==> config.mk <==
export PLATFORM = sky130hd
export DESIGN_NAME = data_mem_arbiter_flat
export DESIGN_NICKNAME = d
export VERILOG_FILES = /design/src/rtl/mem_arb_pkg.sv /design/src/rtl/data_mem_arbiter_if.sv /design/src/rtl/rr_arbiter2.sv /design/src/rtl/data_mem_arbiter.sv /design/src/flat_wrapper.sv
export SDC_FILE = /design/constraint.sdc
export NUM_CORES = 1
export LEC_CHECK = 0
export BUFFER_PORTS_ARGS = -buffer_cell sky130_fd_sc_hd__buf_2
export CORE_MARGIN = 4
export CORE_UTILIZATION = 47
export CTS_CLUSTER_DIAMETER = 150
export DETAILED_ROUTE_END_ITERATION = 8
export PLACE_DENSITY_LB_ADDON = 0.25
export SYNTH_ARGS = -nofsm -noshare
export SYNTH_HDL_FRONTEND = slang
export SYNTH_HIERARCHICAL = 1
export SYNTH_SLANG_ARGS = --single-unit
==> constraint.sdc <==
create_clock -name clk -period 3.15 [get_ports clk]
set_clock_uncertainty 0.05 [all_clocks]
set_input_delay 0.63 -clock clk [delete_from_list [all_inputs] [get_ports clk]]
set_output_delay 0.63 -clock clk [all_outputs]
set_load 0.03 [all_outputs]
==> src/rtl/mem_arb_pkg.sv <==
// mem_arb_pkg: shared widths and FSM states for the data memory arbiter
package mem_arb_pkg;
  localparam int ADDR_W = 19;
  localparam int DATA_W = 19;
  typedef enum logic {IDLE, ACCESS} state_t;
endpackage

==> src/rtl/data_mem_arbiter_if.sv <==
// data_mem_arbiter_if: two requester ports plus the single memory port
interface data_mem_arbiter_if #(
  parameter int ADDR_W = mem_arb_pkg::ADDR_W,
  parameter int DATA_W = mem_arb_pkg::DATA_W
);
  logic req0, req1, we0, we1, ack0, ack1;
  logic [ADDR_W-1:0] addr0, addr1, memAddress;
  logic [DATA_W-1:0] wdata0, wdata1, rdata0, rdata1;
  logic [DATA_W-1:0] memDataIn, memDataOut;
  logic memRead, memWrite;
  modport slave (
    input  req0, req1, we0, we1, addr0, addr1, wdata0, wdata1, memDataOut,
    output ack0, ack1, rdata0, rdata1, memAddress, memDataIn, memRead, memWrite
  );
  modport master (
    output req0, req1, we0, we1, addr0, addr1, wdata0, wdata1, memDataOut,
    input  ack0, ack1, rdata0, rdata1, memAddress, memDataIn, memRead, memWrite
  );
endinterface

==> src/rtl/rr_arbiter2.sv <==
// rr_arbiter2: two-way round-robin pick; a tie goes to the requester not granted last
module rr_arbiter2 (
  input  logic [1:0] eligible,
  input  logic       lastGrant,
  output logic       grantValid,
  output logic       grantId
);
  import mem_arb_pkg::*;
  always_comb begin
    grantValid = |eligible;
    grantId    = &eligible ? ~lastGrant : eligible[1];
  end
endmodule

==> src/rtl/data_mem_arbiter.sv <==
// data_mem_arbiter: shares one data memory port between load/store and loader, one registered access at a time
module data_mem_arbiter #(
  parameter int ADDR_W = mem_arb_pkg::ADDR_W,
  parameter int DATA_W = mem_arb_pkg::DATA_W
) (
  input logic clk,
  input logic rst,
  data_mem_arbiter_if.slave bus
);
  import mem_arb_pkg::*;
  state_t state, state_nx;
  logic last_grant, grant_valid, grant_id, g_we, g_id;
  logic [ADDR_W-1:0] g_addr;
  logic [DATA_W-1:0] g_data;
  logic [1:0] ack;
  logic [DATA_W-1:0] rdata [2];
  // a requester being acked is masked so its still-high req is not re-granted
  rr_arbiter2 u_arb (
    .eligible  ({bus.req1 & ~ack[1], bus.req0 & ~ack[0]}),
    .lastGrant (last_grant),
    .grantValid(grant_valid),
    .grantId   (grant_id)
  );
  always_comb begin
    state_nx     = state == ACCESS ? IDLE : (grant_valid ? ACCESS : IDLE);
    bus.memRead  = state == ACCESS && !g_we;
    bus.memWrite = state == ACCESS && g_we;
  end
  assign bus.memAddress = g_addr;
  assign bus.memDataIn  = g_data;
  assign bus.ack0       = ack[0];
  assign bus.ack1       = ack[1];
  assign bus.rdata0     = rdata[0];
  assign bus.rdata1     = rdata[1];
  always_ff @(posedge clk or posedge rst)
    if (rst) state <= IDLE;
    else state <= state_nx;
  always_ff @(posedge clk or posedge rst)
    if (rst) begin
      ack        <= '0;
      rdata[0]   <= '0;
      rdata[1]   <= '0;
      last_grant <= 1'b1;
      g_we       <= 1'b0;
      g_id       <= 1'b0;
      g_addr     <= '0;
      g_data     <= '0;
    end else begin
      ack <= state == ACCESS ? (g_id ? 2'b10 : 2'b01) : 2'b00;
      if (state == ACCESS && !g_we) rdata[g_id] <= bus.memDataOut;
      if (state == IDLE && grant_valid) begin
        g_id       <= grant_id;
        last_grant <= grant_id;
        g_we       <= grant_id ? bus.we1 : bus.we0;
        g_addr     <= grant_id ? bus.addr1 : bus.addr0;
        g_data     <= grant_id ? bus.wdata1 : bus.wdata0;
      end
    end
  a_excl: assert property (@(posedge clk) disable iff (rst) !(bus.memRead && bus.memWrite));
endmodule

==> src/flat_wrapper.sv <==
// flat-port wrapper written by rule: the top's interface ports become plain ports
module data_mem_arbiter_flat import mem_arb_pkg::*;
#(
  parameter int ADDR_W = mem_arb_pkg::ADDR_W,
  parameter int DATA_W = mem_arb_pkg::DATA_W
)
  (clk, rst, bus_req0, bus_req1, bus_we0, bus_we1, bus_addr0, bus_addr1, bus_wdata0, bus_wdata1, bus_memDataOut, bus_ack0, bus_ack1, bus_rdata0, bus_rdata1, bus_memAddress, bus_memDataIn, bus_memRead, bus_memWrite);
  data_mem_arbiter_if #(.ADDR_W(ADDR_W), .DATA_W(DATA_W)) bus_i ();
  input logic clk;
  input logic rst;
  input wire logic [$bits(bus_i.req0)-1:0] bus_req0;
  input wire logic [$bits(bus_i.req1)-1:0] bus_req1;
  input wire logic [$bits(bus_i.we0)-1:0] bus_we0;
  input wire logic [$bits(bus_i.we1)-1:0] bus_we1;
  input wire logic [$bits(bus_i.addr0)-1:0] bus_addr0;
  input wire logic [$bits(bus_i.addr1)-1:0] bus_addr1;
  input wire logic [$bits(bus_i.wdata0)-1:0] bus_wdata0;
  input wire logic [$bits(bus_i.wdata1)-1:0] bus_wdata1;
  input wire logic [$bits(bus_i.memDataOut)-1:0] bus_memDataOut;
  output wire logic [$bits(bus_i.ack0)-1:0] bus_ack0;
  output wire logic [$bits(bus_i.ack1)-1:0] bus_ack1;
  output wire logic [$bits(bus_i.rdata0)-1:0] bus_rdata0;
  output wire logic [$bits(bus_i.rdata1)-1:0] bus_rdata1;
  output wire logic [$bits(bus_i.memAddress)-1:0] bus_memAddress;
  output wire logic [$bits(bus_i.memDataIn)-1:0] bus_memDataIn;
  output wire logic [$bits(bus_i.memRead)-1:0] bus_memRead;
  output wire logic [$bits(bus_i.memWrite)-1:0] bus_memWrite;
  assign bus_i.req0 = bus_req0;
  assign bus_i.req1 = bus_req1;
  assign bus_i.we0 = bus_we0;
  assign bus_i.we1 = bus_we1;
  assign bus_i.addr0 = bus_addr0;
  assign bus_i.addr1 = bus_addr1;
  assign bus_i.wdata0 = bus_wdata0;
  assign bus_i.wdata1 = bus_wdata1;
  assign bus_i.memDataOut = bus_memDataOut;
  assign bus_ack0 = bus_i.ack0;
  assign bus_ack1 = bus_i.ack1;
  assign bus_rdata0 = bus_i.rdata0;
  assign bus_rdata1 = bus_i.rdata1;
  assign bus_memAddress = bus_i.memAddress;
  assign bus_memDataIn = bus_i.memDataIn;
  assign bus_memRead = bus_i.memRead;
  assign bus_memWrite = bus_i.memWrite;
  data_mem_arbiter #(.ADDR_W(ADDR_W), .DATA_W(DATA_W)) u_core (.clk(clk), .rst(rst), .bus(bus_i));
endmodule
Word level (Yosys, flattened, before mapping)
Cells that the tools add are included.
{"block": "totals", "ff_bits": 82, "inputBits": 101, "out_inout_bits": 80, "wordCells": 36}
{"block": "classes", "magnitude_cmp": 2, "n_mux": 11, "n_bitwise": 7, "reduce_logical": 7}
{"cell": "$mux 19", "count": 3}
{"cell": "$bwmux 38", "count": 1}
{"cell": "$demux 19 s1", "count": 1}
{"cell": "$logic_and 1x1->1", "count": 4}
{"cell": "$mux 1", "count": 4}
{"cell": "$mux 2", "count": 2}
{"cell": "$not 1->1", "count": 4}
{"cell": "$and 1x1->1", "count": 2}
{"cell": "$ge 2x2->1 const B", "count": 1}
{"cell": "$lt 2x1->1 const B", "count": 1}
{"cell": "$not 1->2", "count": 1}
{"cell": "$reduce_and 2->1", "count": 1}
{"cell": "$reduce_or 2->1", "count": 1}
{"cell": "$logic_not 1->1", "count": 1}

Depth between registers and ports, before layout
Gate-level depths: netlist (run 1).
{"block": "depth", "ltp_word": 6, "ltp_mapped": 6}

By module
Netlist (run 1), hierarchy kept.
{"mod": "data_mem_arbiter", "instances": 1, "cells_per_inst": 224, "area_per_inst_um2": 3898.7, "seq_area_each_um2": 2053.2}
{"mod": "rr_arbiter2", "instances": 1, "cells_per_inst": 2, "area_per_inst_um2": 13.8, "seq_area_each_um2": 0.0}

Least setup slack after synthesis (run 1)
Ideal clock, no wire load.
{"block": "synth_timing", "path_type": "input to register", "from": "in bus_req1", "to": "reg u_core.g_data[11], in the netlist u_core/bus.memDataIn[11]", "setup_time_ns": 0.125, "t_arrival_ns": 1.776, "t_required_ns": 2.975, "setup_slack_ns": 1.199, "stages": 6, "n_path_buf": 2, "path_cell_list": "nor2b_1 a21boi_1 buf_6 buf_6 mux2_4 mux2_2"}
{"block": "synth_via", "elab_chain_cells": 4, "elab_cells_between_ends": 6, "classes_between": "mux: 2; bitwise: 1; reduce/logical: 3"}
{"item": "from (decl)", "line": "flat_wrapper.sv:12", "text": "input wire logic [$bits(bus_i.req1)-1:0] bus_req1;"}
{"item": "$and 1x1->1 *", "line": "data_mem_arbiter.sv:19", "text": ".eligible ({bus.req1 & ~ack[1], bus.req0 & ~ack[0]}),"}
{"item": "$reduce_and 2->1", "line": "rr_arbiter2.sv:11", "text": "grantId = &eligible ? ~lastGrant : eligible[1];"}
{"item": "$mux 1 *", "line": "rr_arbiter2.sv:11"}
{"item": "via u_core.grant_id", "line": "data_mem_arbiter.sv:12", "text": "logic last_grant, grant_valid, grant_id, g_we, g_id;"}
{"item": "$mux 19 *", "line": "data_mem_arbiter.sv:56", "text": "g_data <= grant_id ? bus.wdata1 : bus.wdata0;"}
{"item": "to (signal assigned)", "line": "data_mem_arbiter.sv:56"}
{"item": "to (decl)", "line": "data_mem_arbiter.sv:14", "text": "logic [DATA_W-1:0] g_data;"}
Mark *: on every way through the listed nets, which the timed path passes. The rest lies on a longest branch.
A chain may end at the register's enable or synchronous reset.

Worst setup path in the final report (run 1)
{"block": "layout_timing", "from": "in bus_req1", "to": "reg u_core.g_data[14], in the netlist u_core/bus.memDataIn[14]"}
The elaborated chain is that of the path after synthesis.

==> results.md, run 1 <==
* Post-synthesis sequential area ratio at 52.48%
* Largest net degree at the start of global routing at 53
* Fin crit share at 61.13%
* Share of post-route cells with drive strength above 1 at between 70% and 80%
* Max Clk Rate at around 0.52 GHz
* Worst Hold Class: primary input to async pin
* Syn nets at between 300 and 400
* Routed WL at ~8400 microns
* Crit path capture type: flop
* Crit start category: primary input
* Final setup vio count at 0
* Critical path arrival at approximately 2.1 ns
* Area grow syn2layout at 30.06%
* Max-Cap Viols at 0
* CP Class: primary input to flop
* # IOs at 181
* Routed wire per std cell at between 15 and 20 microns
* Core area at just over 0.008 sq mm
* CTS Hold Buffers Added at 0
* Clk slew on worst S/H paths at around 0.090 ns
* Multi-input gate area at roughly 0.0017 sq mm
* Total GRT Usage at 17.41%
* Routed vias at approximately 2500
* Post-route DRC at 0
* Synth top area share at 51.81%
* Synth Register Bits at slightly above 80
* Lkg Pwr at around 0.0026 uW
* Die height at a little under 100 microns
* Crit path time final at ~1.9 ns
* Number of global-route vias before repair at 2686
* Required time of the critical path at between 3 and 4 ns
* Synth warnings at 6
* Final Wtd Congestion at 0.7295
* Global-route wire length before repair at ~14000 microns
* Clock Tree Root: clkbuf_8
* Htree depth at 3
* Largest fanout on the critical path at 38
* Register area at approximately 0.002 sq mm
* Layout Nets at 510
* Synthesized instance count at ~230
* Via/cell ratio at about 4.8
* Synthesized cell area at 0.003913 sq mm
* Peak supply drop at just under 0.0006 V
* Least-Margin Pin Slew at 0.5593 ns
* Chip Width at a little under 100 microns
* Post-DP HPWL at between 6000 and 7000 microns
* Cts bufs inserted at 9
* Slew headroom at 62.67%
* Post-Syn Area per Cell at approximately 17 sq um
* Fin. Hold Viols at 0
* CTS max path bufs at 2
* CTS sink count at between 80 and 90
* Post-CTS Setup Repair Bufs at 0
* Post-route antenna net violation count at 0
* Post-synth top area cell: dfrtp_1
* Dpl ws at roughly 0.86 ns
* Die area at approximately 0.0098 sq mm
* CTS tree: yes
* Initial antenna violation count at 0
* Total gr overflow at 0
* Initial Utilization at between 40% and 50%
* # rows at 33
* Fillers at roughly 670
* Port bufs at 180
* Pwr Density at 1169 mW/mm^2
* DRT iter0 DRCs at 46
* Unrepaired setup endpoints after global routing: false
* Drt pass-1 iters at 4
* Unique masters post-synth at 15
* Ant diodes at 0
* Top cells by area, synth: dfrtp_1 (52%), mux2_4 (30%), mux2_2 (11%), buf_6 (2.9%), nor2b_1 (0.80%)
* Total Power at approximately 5900 uW
* Outcome: complete, no violations
* CTS resizes at 0
* Worst-skew pair later-pin latency at 0.34 ns
* Fin. max-slew vios at 0
* Worst setup margin at 1.224 ns
* Total negative slack at 0 ns
## worst max-delay path: stages
cell and delay (ns):
buf_2 0.09, nor2b_1 0.16, a21boi_4 0.28, buf_12 0.32, mux2_2 0.37, mux2_2 0.26
## where the power goes
group,internal [uW],total (uW),switching [uW]
Combinational,1450,3280,1840
Sequential,1600,1900,300
Clock,372,762,390
## registers in the layout, indices dropped and copies added, names as in the netlist
signal	count
u_core/bus.memAddress	19
u_core/bus.memDataIn	19
u_core/bus.rdata0	19
u_core/bus.rdata1	19
u_core/ack	2
u_core/g_id	1
u_core/g_we	1
u_core/last_grant	1
u_core/state	1
## cell type report
class                   instances  area share, %
multi-input cells             129          33.96
flip-flops and latches         82          40.35
clock buffers                   9          2.434
repair buffers                186          19.08
inverters                       1        0.09835
clock inverters                 7          1.500
well taps                     105          2.582
## synthesized netlist by cell type
master / count
a21boi_1: 1
dfrtp_1: 81
inv_1: 1
mux2_4: 79
buf_2: 1
or2_1: 1
buf_4: 2
and2_1: 2
mux2_2: 39
nor2b_1: 5
buf_6: 10
nor3b_2: 1
buf_12: 1
dfstp_2: 1
nand3b_1: 1
## cells in the final DEF (no fill, tap or decap), drive strengths merged, types with 2 or more instances in the layout
cell        n
and2        2
buf       186
clkbuf      9
clkinv      3
clkinvlp    2
dfrtp      81
inv         2
mux2      118
nor2b       5
## through the flow
step | hold WS [ns] | instance area [sq um] | util [%] | cells
6_report | 0.2599 | 5089 | 62.24 | 519
5_1_grt | 0.2764 | 5089 | 62.24 | 519
3_5_place_dp | 0.4379 | 4888 | 59.79 | 503
2_1_floorplan | 0.4226 | 3913 | - | 226
3_3_place_gp | 0.4348 | 4888 | 59.79 | 503
4_1_cts | 0.2554 | 5089 | 62.24 | 519
## routing by layer
metal	routed length [microns]	GRT usage, %	share of wire (%)
met1	3253	21.37	39
met2	4490	30.32	54
met3	555	4.488	6.6
met4	80	5.042	0.95
met5	0	0	0
## kinds of logic (layout without fill, tap and decap cells)
| group | Yosys count | after routing | share of synthesized area [%] |
|---|---|---|---|
| buf+inv | 15 | 203 | 3.997 |
| flops | 82 | 82 | 52.48 |
| compound gates | 1 | 1 | 0.1919 |
| mux | 118 | 118 | 41.54 |
| simple gates | 10 | 10 | 1.791 |
## final timing paths
kind	startpoint	to	slack, ns	cells after the start
min in group clk	u_core/bus.rdata1[14]$_DFFE_PP0P_	u_core/bus.rdata1[14]$_DFFE_PP0P_	0.45	1
worst min-delay path	rst	u_core/bus.rdata1[6]$_DFFE_PP0P_	0.26	2
worst max register to register	u_core/ack[1]$_DFF_PP0_	u_core/bus.memDataIn[14]$_DFFE_PP0P_	1.22	5
worst min register to register	u_core/bus.rdata1[14]$_DFFE_PP0P_	u_core/bus.rdata1[14]$_DFFE_PP0P_	0.45	1
max in group asynchronous	rst	u_core/last_grant$_DFFE_PP1P_	2.08	3
worst max-delay path	bus_req1	u_core/bus.memDataIn[14]$_DFFE_PP0P_	1.22	6
Power figures use the tool's default switching activity.
==> inputs of run 2 (changes only) <==
--- a/config.mk
+++ b/config.mk
@@ -7,7 +7,7 @@
 export LEC_CHECK = 0
 export BUFFER_PORTS_ARGS = -buffer_cell sky130_fd_sc_hd__buf_2
 export CORE_MARGIN = 4
-export CORE_UTILIZATION = 47
+export CORE_UTILIZATION = 42
 export CTS_CLUSTER_DIAMETER = 150
 export DETAILED_ROUTE_END_ITERATION = 8
 export PLACE_DENSITY_LB_ADDON = 0.25
==> constraint.sdc (replaced) <==
create_clock -name clk -period 1.7 [get_ports clk]
set_clock_uncertainty 0.05 [all_clocks]
set_input_delay 0.34 -clock clk [delete_from_list [all_inputs] [get_ports clk]]
set_output_delay 0.34 -clock clk [all_outputs]
set_load 0.03 [all_outputs]
==> run 2 against run 1 <==
Effect of this change: final cell count increased by 3.9%; total power rose by 99%; clock-buffer cell count rose by 1; non-clock buffer count up 17; global-route usage decreased by 0.26 points; flip-flop and latch count did not move; the run now ends with negative setup slack left; critical path depth grew 1; utilization decreased by 1.1 points.
==> results.md, run 2 (same netlist as run 1, synthesis figures left out) <==
* Outcome: finished, violations left
* Failing checks: negative setup slack
* R2R depth at 7 (+2)
* Multi-input gate area at 0.001805 sq mm (+4.5%)
* DRT iter0 DRCs at 49 (+6.5%)
* Unrepaired setup endpoints after global routing: true
* Commonest non-fill, non-tap cell in the layout: buf_2
* Crit start category: flop
* Core area at 0.008891 sq mm (+8.8%)
* Die height at 104.5 microns (+5.3%)
* Drt pass-1 iters at 4 (unchanged)
* Pwr Density at 2175 mW/mm^2 (+86%)
* Worst-skew pair later-pin latency at 0.33 ns (about the same)
* Layout Utilization at 61.15% (-1.1 points)
* Non-Filler Instances at 539 (+3.9%)
* Largest fanout on the critical path at 8 (-79%)
* CTS tree: yes
* Chip Width at 104.5 microns (+5.3%)
* Total Power at 11830 uW (+99%)
* Fin. Hold Viols at 0 (unchanged)
* Most frequent cells in the layout: buf_2 (180), mux2_4 (97), dfrtp_1 (80)
* Global-route wire length before repair at 14920 microns (+11%)
* Share of post-route cells with drive strength above 1 at 80.05% (+1.5 points)
* Port bufs at 180 (unchanged)
* Initial Utilization at 44.01% (-3.9 points)
* Worst Hold Class: primary input to async pin
* RR Startpoint: u_core/ack[1]$_DFF_PP0_
* CTS Hold Buffers Added at 0 (unchanged)
* Via/cell ratio at 4.790 (+0.61%)
* Crit path capture type: flop
* Inst Count DP at 512 (+1.8%)
* Fin crit share at 108.9%
* CTS max path bufs at 2 (unchanged)
* Initial antenna violation count at 0 (unchanged)
* CTS sink count at 82 (unchanged)
* Fin. max-slew vios at 0 (unchanged)
* Critical path arrival at 2.02 ns (-0.08 ns)
* Peak supply drop at 0.001152 V (+98%)
* Cts bufs inserted at 9 (unchanged)
* Routed vias at 2582 (+4.5%)
* Max Clk Rate at between 0.5 and 0.6 GHz
* Clk slew on worst S/H paths at 0.09 ns (about the same)
* Critical path cell sequence: nor2b_2 > a21boi_4 > buf_6 > buf_6 > buf_12 > mux2_4 > mux2_4
* Area grow syn2layout at 38.95%
* Routed wire per std cell at 16.76 microns (+3.8%)
* Least-Margin Pin Slew at 0.4245 ns (-0.1347 ns)
* Clock Tree Root: clkbuf_8
* Post-DP HPWL at 6430 microns (+4.9%)
* Routed WL at 9036 microns (+7.8%)
* Final Wtd Congestion at 0.7052 (-3.3%)
* Worst setup margin at -0.1507 ns (-1.375 ns)
* Die area at 0.01092 sq mm (+11%)
* Worst R2R End: u_core/bus.memAddress[6]$_DFFE_PP0P_
* Required time of the critical path at 1.87 ns (-1.46 ns)
* Slew headroom at 71.70% (+9.0 points)
* Total gr overflow at 0 (unchanged)
* # rows at 34 (+3.0%)
* CP max stage delay at 0.41 ns (+0.04 ns)
* R2R Setup Slk at -0.15 ns (-1.38 ns)
* Number of global-route vias before repair at 2893 (+7.7%)
* # IOs at 181 (unchanged)
* Post-route DRC at 0 (unchanged)
* Largest net degree at the start of global routing at 83 (+57%)
* Layout Nets at 527 (+3.3%)
* Fillers at 724 (+8.2%)
* Final setup vio count at 39 (+39)
* Max-Cap Viols at 0 (unchanged)
* Crit path time final at approximately 1.9 ns
* Total GRT Usage at 17.15% (-0.26 points)
* Lkg Pwr at 0.002844 uW (+7.8%)
* Ant diodes at 0 (unchanged)
* Register area at 0.002054 sq mm (about the same)
* Dpl ws at -0.1554 ns (-1.015 ns)
* Htree depth at 3 (unchanged)
* Post-route antenna net violation count at 0 (unchanged)
* Capture point of the worst path: u_core/bus.memAddress[6]$_DFFE_PP0P_
* CP Class: flop to flop
* Critical Path Source: u_core/ack[1]$_DFF_PP0_
* Slowest stage cell on the critical path: dfrtp_2
run 2: layout make-up:
cell class              count  area share [%]
well taps                 108           2.486
multi-input cells         129           33.21
clock inverters             6           1.220
clock buffers              10           2.532
inverters                   1          0.1381
flip-flops and latches     82           37.79
repair buffers            203           22.62
run 2: timing repair:
action	4_1_cts	5_1_grt
endpoints found under the setup margin	41	41
setup buffers	11	3
hold endpoints to repair	0	0
gates cloned	3	0
gates resized for setup	27	3
pin swaps	0	0
run 2: layer usage:
| layer | track usage [%] | part of all wire [%] | routed length [microns] |
|---|---|---|---|
| met5 | 0 | 0 | 0 |
| met3 | 3.911 | 5.5 | 497 |
| met1 | 20.19 | 40 | 3613 |
| met2 | 30.30 | 52 | 4728 |
| met4 | 6.743 | 2.2 | 197 |
run 2: worst min path at each step:
stage	endpoint	cells after the start	start
floorplan	u_core/ack[0]$_DFF_PP0_	1	u_core/g_id$_DFFE_PP0P_
global placement	u_core/bus.rdata1[10]$_DFFE_PP0P_	1	u_core/bus.rdata1[10]$_DFFE_PP0P_
detailed placement	u_core/bus.memAddress[7]$_DFFE_PP0P_	1	u_core/bus.memAddress[7]$_DFFE_PP0P_
CTS	u_core/bus.rdata1[6]$_DFFE_PP0P_	3	rst
global route	u_core/bus.rdata1[7]$_DFFE_PP0P_	3	rst
finish	u_core/bus.rdata1[7]$_DFFE_PP0P_	3	rst
run 2: stage by stage:
step	TNS, ns	hold WS, ns	area (sq um)
after CTS	-3.495	0.06333	5507
after global placement	-4.337	0.4355	5004
after detailed placement	-5.393	0.4370	5004
final	-3.762	0.05716	5436
after global routing	-6.899	0.09030	5436
after floorplan	-2.112	0.4226	3921
run 2: where the power goes:
group,internal (uW),switching [uW],leakage [uW]
sequential,2970,596,0.000960
combinational,3270,3570,0.00179
clock,718,691,0.0000945
run 2: critical path, delay by kind of cell (launching register included):
family                 cells  cell delay, ns
AND/OR/NAND/NOR            1            0.13
AO/OA/AOI/OAI              1            0.22
buffers and inverters      3            0.36
flip-flops                 1            0.41
multiplexers               2            0.57
